<file path="src/rtl/complex_multiplier_pipe_if.sv">
// Streaming bus for the pipelined complex multiplier: operand input handshake
// plus result output handshake.
interface complex_multiplier_pipe_if #(
   parameter int unsigned A_W   = 16,
   parameter int unsigned B_W   = 18,
   parameter int unsigned OUT_W = 35
);
   logic                    in_valid;
   logic                    in_ready;
   logic                    conj_b;
   logic signed [A_W-1:0]   real_part_a;
   logic signed [A_W-1:0]   imag_part_a;
   logic signed [B_W-1:0]   real_part_b;
   logic signed [B_W-1:0]   imag_part_b;
   logic                    out_valid;
   logic                    out_ready;
   logic signed [OUT_W-1:0] real_output;
   logic signed [OUT_W-1:0] imag_output;
   logic                    sat_flag;

   modport master (
      output in_valid, conj_b, real_part_a, imag_part_a, real_part_b, imag_part_b, out_ready,
      input  in_ready, out_valid, real_output, imag_output, sat_flag
   );

   modport slave (
      input  in_valid, conj_b, real_part_a, imag_part_a, real_part_b, imag_part_b, out_ready,
      output in_ready, out_valid, real_output, imag_output, sat_flag
   );
endinterface

</file>
<file path="src/rtl/complex_multiplier_pipe.sv">
// Three-stage signed complex multiplier with optional conj(B), round-half-up
// scaling and output saturation; one global stall enable drives every stage.
module complex_multiplier_pipe #(
   parameter int unsigned A_W   = 16,
   parameter int unsigned B_W   = 18,
   parameter int unsigned OUT_W = 35,
   parameter int unsigned SHIFT = 0
) (
   input logic                      clk,
   input logic                      rst,
   complex_multiplier_pipe_if.slave bus
);
   localparam int unsigned PW = A_W + B_W;
   // One bit for the add/sub, one more so the rounding constant cannot wrap.
   localparam int unsigned RW = PW + 2;
   localparam int unsigned W  = (RW > OUT_W) ? RW : OUT_W;
   localparam int unsigned RndSh = (SHIFT > 0) ? SHIFT - 1 : 0;
   localparam logic signed [RW-1:0] RndC = (SHIFT > 0) ? (RW'(1) << RndSh) : RW'(0);
   localparam logic signed [W-1:0] MaxV = {{(W - OUT_W + 1){1'b0}}, {(OUT_W - 1){1'b1}}};
   localparam logic signed [W-1:0] MinV = ~MaxV;

   logic                    w_en;
   logic                    r_v1, r_v2, r_out_valid;
   logic                    r_conj1, r_conj2;
   logic signed [A_W-1:0]   r_ar1, r_ai1;
   logic signed [B_W-1:0]   r_br1, r_bi1;
   logic signed [PW-1:0]    r_p_rr, r_p_ii, r_p_ri, r_p_ir;
   logic signed [RW-1:0]    w_re_full, w_im_full, w_re_sh, w_im_sh;
   logic signed [W-1:0]     w_re_w, w_im_w;
   logic signed [OUT_W-1:0] w_re_sat, w_im_sat;
   logic                    w_re_clip, w_im_clip;
   logic signed [OUT_W-1:0] r_real, r_imag;
   logic                    r_sat;

   function automatic logic [OUT_W:0] sat_fn(input logic signed [W-1:0] v);
      if (v > MaxV) begin
         return {1'b1, MaxV[OUT_W-1:0]};
      end else if (v < MinV) begin
         return {1'b1, MinV[OUT_W-1:0]};
      end
      return {1'b0, v[OUT_W-1:0]};
   endfunction

   assign w_en         = rst & (~r_out_valid | bus.out_ready);
   assign bus.in_ready = w_en;
   assign bus.out_valid   = r_out_valid;
   assign bus.real_output = r_real;
   assign bus.imag_output = r_imag;
   assign bus.sat_flag    = r_sat;

   always_comb begin
      if (r_conj2) begin
         w_re_full = RW'(r_p_rr) + RW'(r_p_ii);
         w_im_full = RW'(r_p_ir) - RW'(r_p_ri);
      end else begin
         w_re_full = RW'(r_p_rr) - RW'(r_p_ii);
         w_im_full = RW'(r_p_ri) + RW'(r_p_ir);
      end
      w_re_sh = (w_re_full + RndC) >>> SHIFT;
      w_im_sh = (w_im_full + RndC) >>> SHIFT;
      w_re_w  = W'(w_re_sh);
      w_im_w  = W'(w_im_sh);
      {w_re_clip, w_re_sat} = sat_fn(w_re_w);
      {w_im_clip, w_im_sat} = sat_fn(w_im_w);
   end

   // Valid bits and visible outputs are reset; datapath stages carry stale data.
   always_ff @(posedge clk) begin
      if (!rst) begin
         r_v1        <= 1'b0;
         r_v2        <= 1'b0;
         r_out_valid <= 1'b0;
         r_real      <= '0;
         r_imag      <= '0;
         r_sat       <= 1'b0;
      end else if (w_en) begin
         r_v1        <= bus.in_valid;
         r_v2        <= r_v1;
         r_out_valid <= r_v2;
         if (r_v2) begin
            r_real <= w_re_sat;
            r_imag <= w_im_sat;
            r_sat  <= w_re_clip | w_im_clip;
         end
      end
   end

   always_ff @(posedge clk) begin
      if (w_en) begin
         r_conj1 <= bus.conj_b;
         r_ar1   <= bus.real_part_a;
         r_ai1   <= bus.imag_part_a;
         r_br1   <= bus.real_part_b;
         r_bi1   <= bus.imag_part_b;
         r_conj2 <= r_conj1;
         r_p_rr  <= PW'(r_ar1) * PW'(r_br1);
         r_p_ii  <= PW'(r_ai1) * PW'(r_bi1);
         r_p_ri  <= PW'(r_ar1) * PW'(r_bi1);
         r_p_ir  <= PW'(r_ai1) * PW'(r_br1);
      end
   end
endmodule

</file>
<file path="src/flat_wrapper.sv">
// flat-port wrapper written by rule: the top's interface ports become plain ports
module complex_multiplier_pipe_flat 
#(
   parameter int unsigned A_W   = 16,
   parameter int unsigned B_W   = 18,
   parameter int unsigned OUT_W = 35,
   parameter int unsigned SHIFT = 0
)
  (clk, rst, bus_in_valid, bus_conj_b, bus_real_part_a, bus_imag_part_a, bus_real_part_b, bus_imag_part_b, bus_out_ready, bus_in_ready, bus_out_valid, bus_real_output, bus_imag_output, bus_sat_flag);
  complex_multiplier_pipe_if #(.A_W(A_W), .B_W(B_W), .OUT_W(OUT_W)) bus_i ();
  input logic clk;
  input logic rst;
  input wire logic [$bits(bus_i.in_valid)-1:0] bus_in_valid;
  input wire logic [$bits(bus_i.conj_b)-1:0] bus_conj_b;
  input wire logic [$bits(bus_i.real_part_a)-1:0] bus_real_part_a;
  input wire logic [$bits(bus_i.imag_part_a)-1:0] bus_imag_part_a;
  input wire logic [$bits(bus_i.real_part_b)-1:0] bus_real_part_b;
  input wire logic [$bits(bus_i.imag_part_b)-1:0] bus_imag_part_b;
  input wire logic [$bits(bus_i.out_ready)-1:0] bus_out_ready;
  output wire logic [$bits(bus_i.in_ready)-1:0] bus_in_ready;
  output wire logic [$bits(bus_i.out_valid)-1:0] bus_out_valid;
  output wire logic [$bits(bus_i.real_output)-1:0] bus_real_output;
  output wire logic [$bits(bus_i.imag_output)-1:0] bus_imag_output;
  output wire logic [$bits(bus_i.sat_flag)-1:0] bus_sat_flag;
  assign bus_i.in_valid = bus_in_valid;
  assign bus_i.conj_b = bus_conj_b;
  assign bus_i.real_part_a = bus_real_part_a;
  assign bus_i.imag_part_a = bus_imag_part_a;
  assign bus_i.real_part_b = bus_real_part_b;
  assign bus_i.imag_part_b = bus_imag_part_b;
  assign bus_i.out_ready = bus_out_ready;
  assign bus_in_ready = bus_i.in_ready;
  assign bus_out_valid = bus_i.out_valid;
  assign bus_real_output = bus_i.real_output;
  assign bus_imag_output = bus_i.imag_output;
  assign bus_sat_flag = bus_i.sat_flag;
  complex_multiplier_pipe #(.A_W(A_W), .B_W(B_W), .OUT_W(OUT_W), .SHIFT(SHIFT)) u_core (.clk(clk), .rst(rst), .bus(bus_i));
endmodule
</file>
<file path="config.mk">
export PLATFORM = sky130hd
export DESIGN_NAME = complex_multiplier_pipe_flat
export DESIGN_NICKNAME = d
export VERILOG_FILES = /design/src/rtl/complex_multiplier_pipe_if.sv /design/src/rtl/complex_multiplier_pipe.sv /design/src/flat_wrapper.sv
export SDC_FILE = /design/constraint.sdc
export NUM_CORES = 2
export LEC_CHECK = 0
export ABC_AREA = 1
export CAP_MARGIN = 20
export CORE_ASPECT_RATIO = 1.25
export CORE_MARGIN = 8
export CORE_UTILIZATION = 57
export CTS_CLUSTER_SIZE = 12
export DETAILED_ROUTE_END_ITERATION = 10
export GPL_ROUTABILITY_DRIVEN = 0
export PLACE_DENSITY = 0.76
export SLEW_MARGIN = 10
export SYNTH_ARGS = -nofsm -noshare
export SYNTH_HDL_FRONTEND = slang
export SYNTH_SLANG_ARGS = --single-unit
export TNS_END_PERCENT = 5
</file>
<file path="constraint.sdc">
create_clock -name clk -period 16.88 [get_ports clk]
set_clock_uncertainty 0.1 [all_clocks]
set_input_delay 1.688 -clock clk [delete_from_list [all_inputs] [get_ports clk]]
set_output_delay 1.688 -clock clk [all_outputs]
set_load 0.02 [all_outputs]
</file>
==> flow_summary.yaml <==
clock_network:
  path_clk_slew_ns: 0.07
  clock_sinks: 280
  cts_tree: "done"
  post_cts_buffers: 0
  cts-resized-gates: 0
  cts_hold_buf: 0
  h-tree-depth: 2
  cts-root-buf: "clkbuf_16"
  clockBufferDepth: 3
  clock_latency_ns: 0.61
  cts_inserted_buffers: 35
cells_and_area:
  final_common_cell: "inv_1"
  mostFrequentLayoutCells: "inv_1 (2183), nand2_1 (1786), fa_1 (1162), ha_1 (414), nor2_1 (355)"
  drive_gt1_share_pct: 2.306
  antenna_cells: 0
  final_area_mm2: 0.06413
  fill_cells: 8971
  areaGrowthSynthToFinish_pct: 6.539
  final_nets: 9168
placed_design:
  dpl_cell_area_mm2: 0.06300
  hpwl_mm: 128.6
  portBuffers: 145
  post-place-ws_ns: 10.34
critical_path:
  critPathKind: "reg2reg"
  arrival_ns: 6.98
  path_cells: "buf_4 > nand2_1 > fa_1 > inv_1 > fa_1 > inv_1 > fa_1 > inv_1 > fa_1 > fa_1 > inv_1 > fa_1 > inv_1 > ha_1 > nand2_1 > nor2_1 > nand4_1 > o21ai_1 > a21oi_1 > xnor2_1"
  end_kind: "register"
  crit_top_cell: "fa_1"
  cp_slowest_cell: "edfxtp_1"
  worstPathMaxFanout: 27
  critPathRequiredTime_ns: 17.12
  slowest_delay_ns: 0.60
  critPathBufInv: 6
  path_delay_family: "adder cells"
  start_kind: "register"
global_routing:
  grt_max_degree: 75
  grt_pass1_wl_mm: 263.9
  antenna_found_initial: 0
  grt-ovfl-total: 0
  grt_pass1_vias: 51483
  track_usage_pct: 28.59
yosys:
  netlist_area_mm2: 0.06019
  async_flop_share_pct: 0
  yosysTopAreaCell: "fa_1"
  ys_seq_area_share_pct: 12.74
  synthCells: 7524
  yosysWarnings: 0
  synth_cell_types: 50
  syn_avg_cell_area_um2: 8.000
  syn-num-nets: 9173
  netlist_top_cells_area: "fa_1 (39%), inv_1 (14%), nand2_1 (11%)"
  ys.flop_type: "edfxtp_1"
  yosys_register_bits: 280
  yosysTopAreaCellShare_pct: 38.65
  synth_edf_count: 206
job:
  cap_violations: 0
floorplanning:
  placementRows: 133
  dieArea_mm2: 0.1163
  fp.dieH_um: 379.3
  pin_count: 146
  core_region_area_mm2: 0.1050
  die_w_um: 306.7
  initial_utilization_pct: 57.33
route:
  via_per_inst: 5.385
  dr.pass1.iters: 9
  routed_wl_mm: 163.1
  antenna_left: 0
  drt_iter0_drc: 4238
  drcViolationCount: 0
  dr_total_vias: 48257
  wire_per_inst_um: 18.20
hold_path:
  hp-class: "reg2reg"
sta:
  fmax_mhz: 148.3
  slew_headroom_pct: 34.07
  period_share_pct: 39.95
  hold_viol: 0
  fin_ws_ns: 10.14
  min_period_ns: 6.744
  worst_slew_pin_slew_ns: 0.9890
  setup_violations: 0
  hold_ws_ns: 0.3531
  fin_setup_tns_ns: 0
  rsz0062_at_grt: "false"
  finalMaxSlewViolations: 0
status:
  status: "finished, final reports clean"
## final cells by class
class	count	area, um^2	area share, %
tap	1417	1773	2.765
clock buffer	47	985.9	1.537
clock inverter	16	142.6	0.2224
timing repair buffer	221	2017	3.145
inverter	2186	8205	12.79
multi-input combinational	4795	43340	67.58
sequential	280	7667	11.96
## kinds of logic (layout without fill, tap and decap cells)
logic type               count (synthesis)  in the layout  synth area share (%)
multiplexers                             5              5               0.08315
buffers and inverters                 2449           2470                 15.29
AO/OA/AOI/OAI                          553            553                 5.138
adder cells (fa/ha/maj)               1576           1576                 47.25
flip-flops                             280            280                 12.74
AND/OR/NAND/NOR                       2418           2418                 15.95
XOR/XNOR                               243            243                 3.548
## cell usage after synthesis, drive strengths merged (15+ instances only)
master and instances:
inv 2185, nand2 1794, fa 1162, ha 414
nor2 368, a21oi 250, clkbuf 247, edfxtp 206
o21ai 182, xor2 151, nand3 149, xnor2 92
dfxtp 74, nor3 43, nand4 35, a21o 33
o21bai 27, a31oi 19, nor4 17, buf 16
a21boi 15
## metrics by stage
stage	util, %	std cells
3_3_place_gp	60.00	8899
2_1_floorplan	-	7524
3_5_place_dp	60.00	8899
5_1_grt	61.07	8962
4_1_cts	61.07	8962
6_report	61.07	8962
## path summary, 6_finish.rpt
kind | cells past startpoint | slack (ns) | from | to
worst max-delay path | 20 | 10.14 | u_core.r_br1[7] | u_core.r_p_ir[21]
worst min-delay path | 0 | 0.35 | u_core.r_conj1 | u_core.r_conj2
worst max register to register | 20 | 10.14 | u_core.r_br1[7] | u_core.r_p_ir[21]
worst min register to register | 0 | 0.35 | u_core.r_conj1 | u_core.r_conj2
## sequential cells by signal, indices dropped and copies added, names as in the netlist, 16 cells and up
register / flops
u_core.bus.imag_output: 35
u_core.bus.real_output: 35
u_core.r_ai1: 16
u_core.r_ar1: 16
u_core.r_bi1: 18
u_core.r_br1: 18
u_core.r_p_ii: 34
u_core.r_p_ir: 34
u_core.r_p_ri: 34
u_core.r_p_rr: 34
## routing by layer
| metal | vias to the layer above | GRT usage, % | share of wire [%] |
|---|---|---|---|
| li1 | 21773 | - | - |
| met1 | 23491 | 33.74 | 36 |
| met2 | 2400 | 49.01 | 48 |
| met3 | 593 | 6.070 | 10 |
| met4 | 0 | 15.20 | 6.2 |
| met5 | - | 0 | 0 |
Power is left out: the tool's default activity adds up to more than one toggle a clock period on the data nets, which glitch-free logic cannot reach.
